[src/rtl/lightboard_pkg.sv]
`default_nettype none
// ============================================================================
// Module      : lightboard_pkg
// Description : Shared constants, RGB565 field positions, the mask FSM state
//               type and the marker-compare helper for the lightboard path.
// Revision    : 1.0 - initial release
// ============================================================================
package lightboard_pkg;

  // Coordinate widths wide enough for 1024x768 rasters
  localparam int X_W     = 11;
  localparam int Y_W     = 10;
  localparam int COUNT_W = 20;

  localparam int DEF_H_ACTIVE = 1024;
  localparam int DEF_V_ACTIVE = 768;

  // RGB565 layout {R[15:11], G[10:5], B[4:0]}
  localparam int R_MSB = 15;
  localparam int R_LSB = 11;
  localparam int G_MSB = 10;
  localparam int G_LSB = 5;
  localparam int B_MSB = 4;
  localparam int B_LSB = 0;

  typedef enum logic [2:0] {
    WAIT_SOF = 3'd0,
    STREAM   = 3'd1,
    DRAIN    = 3'd2,
    REPORT   = 3'd3,
    ABORT    = 3'd4
  } mask_state_t;

  // Inclusive colour-window test: bright red, little green, little blue
  function automatic logic is_marker(input logic [15:0] pix,
                                     input logic [4:0]  r_min,
                                     input logic [5:0]  g_max,
                                     input logic [4:0]  b_max);
    return (pix[R_MSB:R_LSB] >= r_min) &&
           (pix[G_MSB:G_LSB] <= g_max) &&
           (pix[B_MSB:B_LSB] <= b_max);
  endfunction

endpackage
`default_nettype wire

[src/rtl/raster_counter.sv]
`default_nettype none
// ============================================================================
// Module      : raster_counter
// Description : Column/row tracker for an active-video pixel stream. Reports
//               the coordinates of the pixel presented this cycle, a
//               last-pixel-of-frame flag and whether the counter sits at the
//               frame origin.
// Revision    : 1.0 - initial release
// ============================================================================
module raster_counter
  import lightboard_pkg::*;
#(
  parameter int H_ACTIVE = DEF_H_ACTIVE,
  parameter int V_ACTIVE = DEF_V_ACTIVE
) (
  input  logic           clk_in,
  input  logic           rst_in,
  input  logic           valid_in,
  input  logic           sync_in,
  output logic [X_W-1:0] x_out,
  output logic [Y_W-1:0] y_out,
  output logic           last_out,
  output logic           at_origin_out
);

  logic [X_W-1:0] col_q, col_d;
  logic [Y_W-1:0] row_q, row_d;

  // Current pixel position (sync forces origin) and next expected position
  always_comb begin
    x_out         = sync_in ? '0 : col_q;
    y_out         = sync_in ? '0 : row_q;
    last_out      = (x_out == X_W'(H_ACTIVE - 1)) && (y_out == Y_W'(V_ACTIVE - 1));
    at_origin_out = (col_q == '0) && (row_q == '0);
    col_d         = col_q;
    row_d         = row_q;
    if (valid_in) begin
      if (x_out == X_W'(H_ACTIVE - 1)) begin
        col_d = '0;
        row_d = (y_out == Y_W'(V_ACTIVE - 1)) ? '0 : y_out + 1'b1;
      end else begin
        col_d = x_out + 1'b1;
        row_d = y_out;
      end
    end
  end

  // Position register
  always_ff @(posedge clk_in or posedge rst_in) begin
    if (rst_in) begin
      col_q <= '0;
      row_q <= '0;
    end else begin
      col_q <= col_d;
      row_q <= row_d;
    end
  end

endmodule
`default_nettype wire

[src/rtl/color_mask_stream.sv]
`default_nettype none
// ============================================================================
// Module      : color_mask_stream
// Description : Thresholds an RGB565 pixel stream into an (x, y, valid)
//               marker stream, counts marker pixels per frame and emits a
//               frame-end tabulate / frame-empty pulse or an abort pulse.
// Revision    : 1.0 - initial release
// ============================================================================
module color_mask_stream
  import lightboard_pkg::*;
#(
  parameter int H_ACTIVE   = DEF_H_ACTIVE,
  parameter int V_ACTIVE   = DEF_V_ACTIVE,
  parameter int MIN_PIXELS = 16
) (
  input  logic               clk_in,
  input  logic               rst_in,
  input  logic [15:0]        pixel_in,
  input  logic               pixel_valid_in,
  input  logic               frame_start_in,
  input  logic [4:0]         r_min_in,
  input  logic [5:0]         g_max_in,
  input  logic [4:0]         b_max_in,
  output logic [X_W-1:0]     x_out,
  output logic [Y_W-1:0]     y_out,
  output logic               valid_out,
  output logic               tabulate_out,
  output logic               frame_empty_out,
  output logic               frame_err_out,
  output logic [COUNT_W-1:0] pixel_count_out
);

  mask_state_t state_q, state_d;
  logic        pending_q, pending_d;

  logic [X_W-1:0] cur_x;
  logic [Y_W-1:0] cur_y;
  logic           cur_last;
  logic           at_origin;
  logic           sof;
  logic           live;

  // Stage 1: accepted pixel, its position and the thresholds in force
  logic           s1_valid_q, s1_valid_d;
  logic           s1_sof_q, s1_sof_d;
  logic [15:0]    s1_pix_q, s1_pix_d;
  logic [X_W-1:0] s1_x_q, s1_x_d;
  logic [Y_W-1:0] s1_y_q, s1_y_d;
  logic [4:0]     s1_rmin_q, s1_rmin_d;
  logic [5:0]     s1_gmax_q, s1_gmax_d;
  logic [4:0]     s1_bmax_q, s1_bmax_d;

  // Stage 2: compare result, emitted coordinates and the running count
  logic               marker;
  logic [X_W-1:0]     x_q, x_d;
  logic [Y_W-1:0]     y_q, y_d;
  logic               valid_q, valid_d;
  logic [COUNT_W-1:0] count_q, count_d;

  // Frame-level pulses and the reported count
  logic               tab_q, tab_d;
  logic               empty_q, empty_d;
  logic               err_q, err_d;
  logic [COUNT_W-1:0] pcount_q, pcount_d;

  assign sof = pixel_valid_in & frame_start_in;

  raster_counter #(
    .H_ACTIVE (H_ACTIVE),
    .V_ACTIVE (V_ACTIVE)
  ) u_raster (
    .clk_in        (clk_in),
    .rst_in        (rst_in),
    .valid_in      (pixel_valid_in),
    .sync_in       (sof),
    .x_out         (cur_x),
    .y_out         (cur_y),
    .last_out      (cur_last),
    .at_origin_out (at_origin)
  );

  // A pixel belongs to a frame once a sync has been seen; pixels between a
  // frame's last pixel and the next sync are dropped
  always_comb begin
    live = pixel_valid_in &
           (frame_start_in || pending_q || (state_q == STREAM) || (state_q == ABORT));
  end

  // Stage 1 capture
  always_comb begin
    s1_valid_d = live;
    s1_sof_d   = sof;
    s1_pix_d   = pixel_valid_in ? pixel_in : s1_pix_q;
    s1_x_d     = pixel_valid_in ? cur_x    : s1_x_q;
    s1_y_d     = pixel_valid_in ? cur_y    : s1_y_q;
    s1_rmin_d  = r_min_in;
    s1_gmax_d  = g_max_in;
    s1_bmax_d  = b_max_in;
  end

  // Stage 2 compare; a frame's first pixel restarts the count here so the
  // previous frame's total stays readable while its report is pending
  always_comb begin
    marker  = s1_valid_q && is_marker(s1_pix_q, s1_rmin_q, s1_gmax_q, s1_bmax_q);
    valid_d = marker;
    x_d     = s1_valid_q ? s1_x_q : x_q;
    y_d     = s1_valid_q ? s1_y_q : y_q;
    count_d = count_q;
    if (s1_sof_q) begin
      count_d = marker ? COUNT_W'(1) : '0;
    end else if (marker && (count_q != '1)) begin
      count_d = count_q + 1'b1;
    end
  end

  // Frame FSM: next state, pending sync and frame-level pulses
  always_comb begin
    state_d   = state_q;
    pending_d = pending_q;
    tab_d     = 1'b0;
    empty_d   = 1'b0;
    err_d     = 1'b0;
    pcount_d  = pcount_q;
    unique case (state_q)
      WAIT_SOF: begin
        if (sof) state_d = cur_last ? DRAIN : STREAM;
      end
      STREAM, ABORT: begin
        if (state_q == ABORT) state_d = STREAM;
        if (sof && !at_origin) begin
          err_d   = 1'b1;
          state_d = cur_last ? DRAIN : ABORT;
        end else if (pixel_valid_in && cur_last) begin
          state_d = DRAIN;
        end
      end
      DRAIN: begin
        if (sof) pending_d = 1'b1;
        state_d = REPORT;
      end
      REPORT: begin
        pcount_d  = count_q;
        tab_d     = (count_q >= COUNT_W'(MIN_PIXELS));
        empty_d   = (count_q <  COUNT_W'(MIN_PIXELS));
        pending_d = 1'b0;
        state_d   = (pending_q || sof) ? STREAM : WAIT_SOF;
      end
      default: state_d = WAIT_SOF;
    endcase
  end

  // All state registers
  always_ff @(posedge clk_in or posedge rst_in) begin
    if (rst_in) begin
      state_q    <= WAIT_SOF;
      pending_q  <= 1'b0;
      s1_valid_q <= 1'b0;
      s1_sof_q   <= 1'b0;
      s1_pix_q   <= '0;
      s1_x_q     <= '0;
      s1_y_q     <= '0;
      s1_rmin_q  <= '0;
      s1_gmax_q  <= '0;
      s1_bmax_q  <= '0;
      x_q        <= '0;
      y_q        <= '0;
      valid_q    <= 1'b0;
      count_q    <= '0;
      tab_q      <= 1'b0;
      empty_q    <= 1'b0;
      err_q      <= 1'b0;
      pcount_q   <= '0;
    end else begin
      state_q    <= state_d;
      pending_q  <= pending_d;
      s1_valid_q <= s1_valid_d;
      s1_sof_q   <= s1_sof_d;
      s1_pix_q   <= s1_pix_d;
      s1_x_q     <= s1_x_d;
      s1_y_q     <= s1_y_d;
      s1_rmin_q  <= s1_rmin_d;
      s1_gmax_q  <= s1_gmax_d;
      s1_bmax_q  <= s1_bmax_d;
      x_q        <= x_d;
      y_q        <= y_d;
      valid_q    <= valid_d;
      count_q    <= count_d;
      tab_q      <= tab_d;
      empty_q    <= empty_d;
      err_q      <= err_d;
      pcount_q   <= pcount_d;
    end
  end

  assign x_out           = x_q;
  assign y_out           = y_q;
  assign valid_out       = valid_q;
  assign tabulate_out    = tab_q;
  assign frame_empty_out = empty_q;
  assign frame_err_out   = err_q;
  assign pixel_count_out = pcount_q;

endmodule
`default_nettype wire

[config.mk]
export PLATFORM = sky130hd
export DESIGN_NAME = color_mask_stream
export DESIGN_NICKNAME = d
export VERILOG_FILES = /design/src/rtl/lightboard_pkg.sv /design/src/rtl/raster_counter.sv /design/src/rtl/color_mask_stream.sv
export SDC_FILE = /design/constraint.sdc
export NUM_CORES = 1
export LEC_CHECK = 0
export ABC_AREA = 0
export CORE_UTILIZATION = 55
export CTS_CLUSTER_SIZE = 28
export DETAILED_ROUTE_END_ITERATION = 6
export PLACE_DENSITY = 0.79
export SLEW_MARGIN = 10
export SYNTH_ARGS = -nofsm -noshare
export SYNTH_HDL_FRONTEND = slang
export SYNTH_HIERARCHICAL = 1
export SYNTH_SLANG_ARGS = --single-unit
[constraint.sdc]
create_clock -name clk_in -period 4 [get_ports clk_in]
set_input_delay 0.4 -clock clk_in [delete_from_list [all_inputs] [get_ports clk_in]]
set_output_delay 0.4 -clock clk_in [all_outputs]
set_load 0.01 [all_outputs]
==> results.sh <==
export IMPL_yosysUniqueCellTypes=63
export IMPL_htree_levels=4
export IMPL_start_util_pct=56.3
export IMPL_synth_edf_count=0
export IMPL_timing_rr_start="u_raster/col_q[0]"
export IMPL_hold_viol_final=0
export IMPL_p_leak_uw=0.00375
export IMPL_post_cts_buffers=0
export IMPL_ys_flop_type="dfrtp_1"
export IMPL_peakVddDrop_uv=337
export IMPL_avgSynthCellArea_um2=11.4
export IMPL_setup_tns_final_ns=0
export IMPL_pin_count=81
export IMPL_layout_setup_ws_ns=1.03
export IMPL_first_pass_iters=5
export IMPL_crit_type="primary input to flip-flop"
export IMPL_start_kind="primary input"
export IMPL_cts_root_buf="clkbuf_16"
export IMPL_required_ns=4.35
export IMPL_synthArstFlopShare_pct=100
export IMPL_fin_crit_sh_pct=74.2
export IMPL_drive_gt1_share_pct=18.2
export IMPL_final_max_slew_viol_count=0
export IMPL_synth_nets=649
export IMPL_grt_usage_pct=24.8
export IMPL_setup_viol=0
export IMPL_synth_seq_area_share_pct=53.6
export IMPL_overflow=0
export IMPL_clkTransAtPathRegs_ns=0.06
export IMPL_routed_wl_um=14600
export IMPL_core_area_um2=12000
export IMPL_min_path_type="primary input to flip-flop"
export IMPL_nets=728
export IMPL_slew_headroom_pct=22.1
export IMPL_yosysWarnings=6
export IMPL_ant_nets=0
export IMPL_worstSetupStartpoint="frame_start_in"
export IMPL_fin_crit_ns=2.97
export IMPL_viasPerCell=5.87
export IMPL_clk_latency_ns=0.42
export IMPL_fin_total_pwr_uw=3880
export IMPL_area_growth_pct=22.9
export IMPL_die_area_um2=12800
export IMPL_final_cell_mix="dfrtp_1, clkdlybuf4s50_1, mux2_2"
export IMPL_route_detailed_drc=0
export IMPL_die_h_um=113
export IMPL_syn_inst=593
export IMPL_fin_area_um2=8320
export IMPL_rsz0062_at_grt="false"
export IMPL_cts_hold_buf=0
export IMPL_placed_cell_area_um2=7690
export IMPL_port_buffers=80
export IMPL_grt_pass1_vias=4974
export IMPL_ys_ff_latch=145
export IMPL_synthesis_area_um2=6770
export IMPL_diodes=0
export IMPL_rows=40
export IMPL_ctsResizeCount=0
export IMPL_antenna_found_initial=0
export IMPL_power_density_nw_per_um2=466
export IMPL_cts_buffers=17
export IMPL_place_ws_ns=0.696
export IMPL_setup_worst_path_end_class="flip-flop"
export IMPL_worstPathArrival_ns=3.32
export IMPL_gp_congestion=0.862
export IMPL_grt_pass1_wl_um=24600
export IMPL_drt_iter0_drc=332
export IMPL_die_width_um=113
export IMPL_r2r_slack_ns=1.35
export IMPL_grt_max_degree=84
export IMPL_dp_hpwl_um=9950
export IMPL_cap_viol_max_count=0
export IMPL_clock_path_buffers=2
export IMPL_final_common_cell="dfrtp_1"
export IMPL_cp_max_fo=10
export IMPL_skew_ns=0.00875
export IMPL_vias=4882
export IMPL_fmax_ghz=0.337
export IMPL_cts_tree="yes"
export IMPL_hold_slack_ns=0.357
export IMPL_wl_per_cell_um=17.5
export IMPL_clock_sinks=145
export IMPL_holdCritStartpoint="pixel_valid_in"
export IMPL_worst_pin_slew_ns=1.16
export IMPL_status="finished clean"
## layer usage
layer / global-route usage [%] / up-vias / share of wire (%) / wire length (µm)
met5: 0 / - / 0 / 0
met3: 6.48 / 18 / 4.4 / 636
li1: - / 2313 / - / -
met2: 39.4 / 141 / 48 / 7000
met1: 33.0 / 2410 / 46 / 6700
met4: 8.95 / 0 / 1.6 / 234
## cells by family after synthesis
kind of cell | after synthesis | share of synthesized area [%]
buffers and inverters | 63 | 3.83
xor gates and xnor gates | 1 | 0.129
adders and majority gates | 20 | 3.70
muxes | 81 | 13.4
and+or+nand+nor | 189 | 15.8
DFF | 145 | 53.6
AOI/OAI and AO/OA | 94 | 9.50
## critical path: stages
cell             delay (ns)
clkdlybuf4s50_1        0.47
nand2_1                0.19
inv_1                  0.14
nor2b_1                0.24
ha_1                   0.28
nand3_2                0.17
or4_4                  0.65
a211oi_1               0.53
mux2_2                 0.25
## sequential cells by signal, indices dropped and copies added (netlist names), 5 cells and up
signal,flops
count_q,20
pixel_count_out,20
s1_bmax_q,5
s1_gmax_q,6
s1_pix_q,16
s1_rmin_q,5
s1_x_q,11
s1_y_q,10
u_raster/col_q,11
u_raster/row_q,10
x_out,11
y_out,10
## area by class of cell
type                       instances  area (µm²)
sequential                       145        3630
tap                              147         184
timing repair buffer              86         853
fill                             902        3690
clock inverter                     9         154
multi-input combinational        385        2880
clock buffer                      23         478
inverter                          37         141
## cells in the mapped netlist (all sizes together) (14+ instances only)
cell type  number  share of area (%)
dfrtp         145                 54
mux2           76                 13
inv            37                2.1
nor2           31                1.7
o21ai          27                2.0
nand2          26                1.4
nand3          26                2.0
a21oi          20                1.5
clkbuf         20                1.1
ha             20                3.7
nor2b          18                1.7
nor4           16                1.5
or4            14                1.6
## power by group
| part | total, µW | switching (µW) | internal (µW) |
|---|---|---|---|
| sequential | 1700 | 110 | 1590 |
| combinational | 506 | 240 | 266 |
| clock | 1670 | 583 | 1090 |
## metrics by stage
stage	instances	util (%)
global route	832	69.3
global placement	800	64.0
detailed placement	800	64.0
CTS	832	69.3
finish	832	69.3
floorplan	593	-
## path summary, 6_finish.rpt
kind                                 endpoint  cells after the start
max in group asynchronous          count_q[1]                      3
max                         u_raster/row_q[0]                      9
min                             frame_err_out                      3
min reg2reg                pixel_count_out[1]                      2
max reg2reg                 u_raster/row_q[0]                      6
min in group asynchronous            y_out[5]                      2
Power figures use the tool's default switching activity.
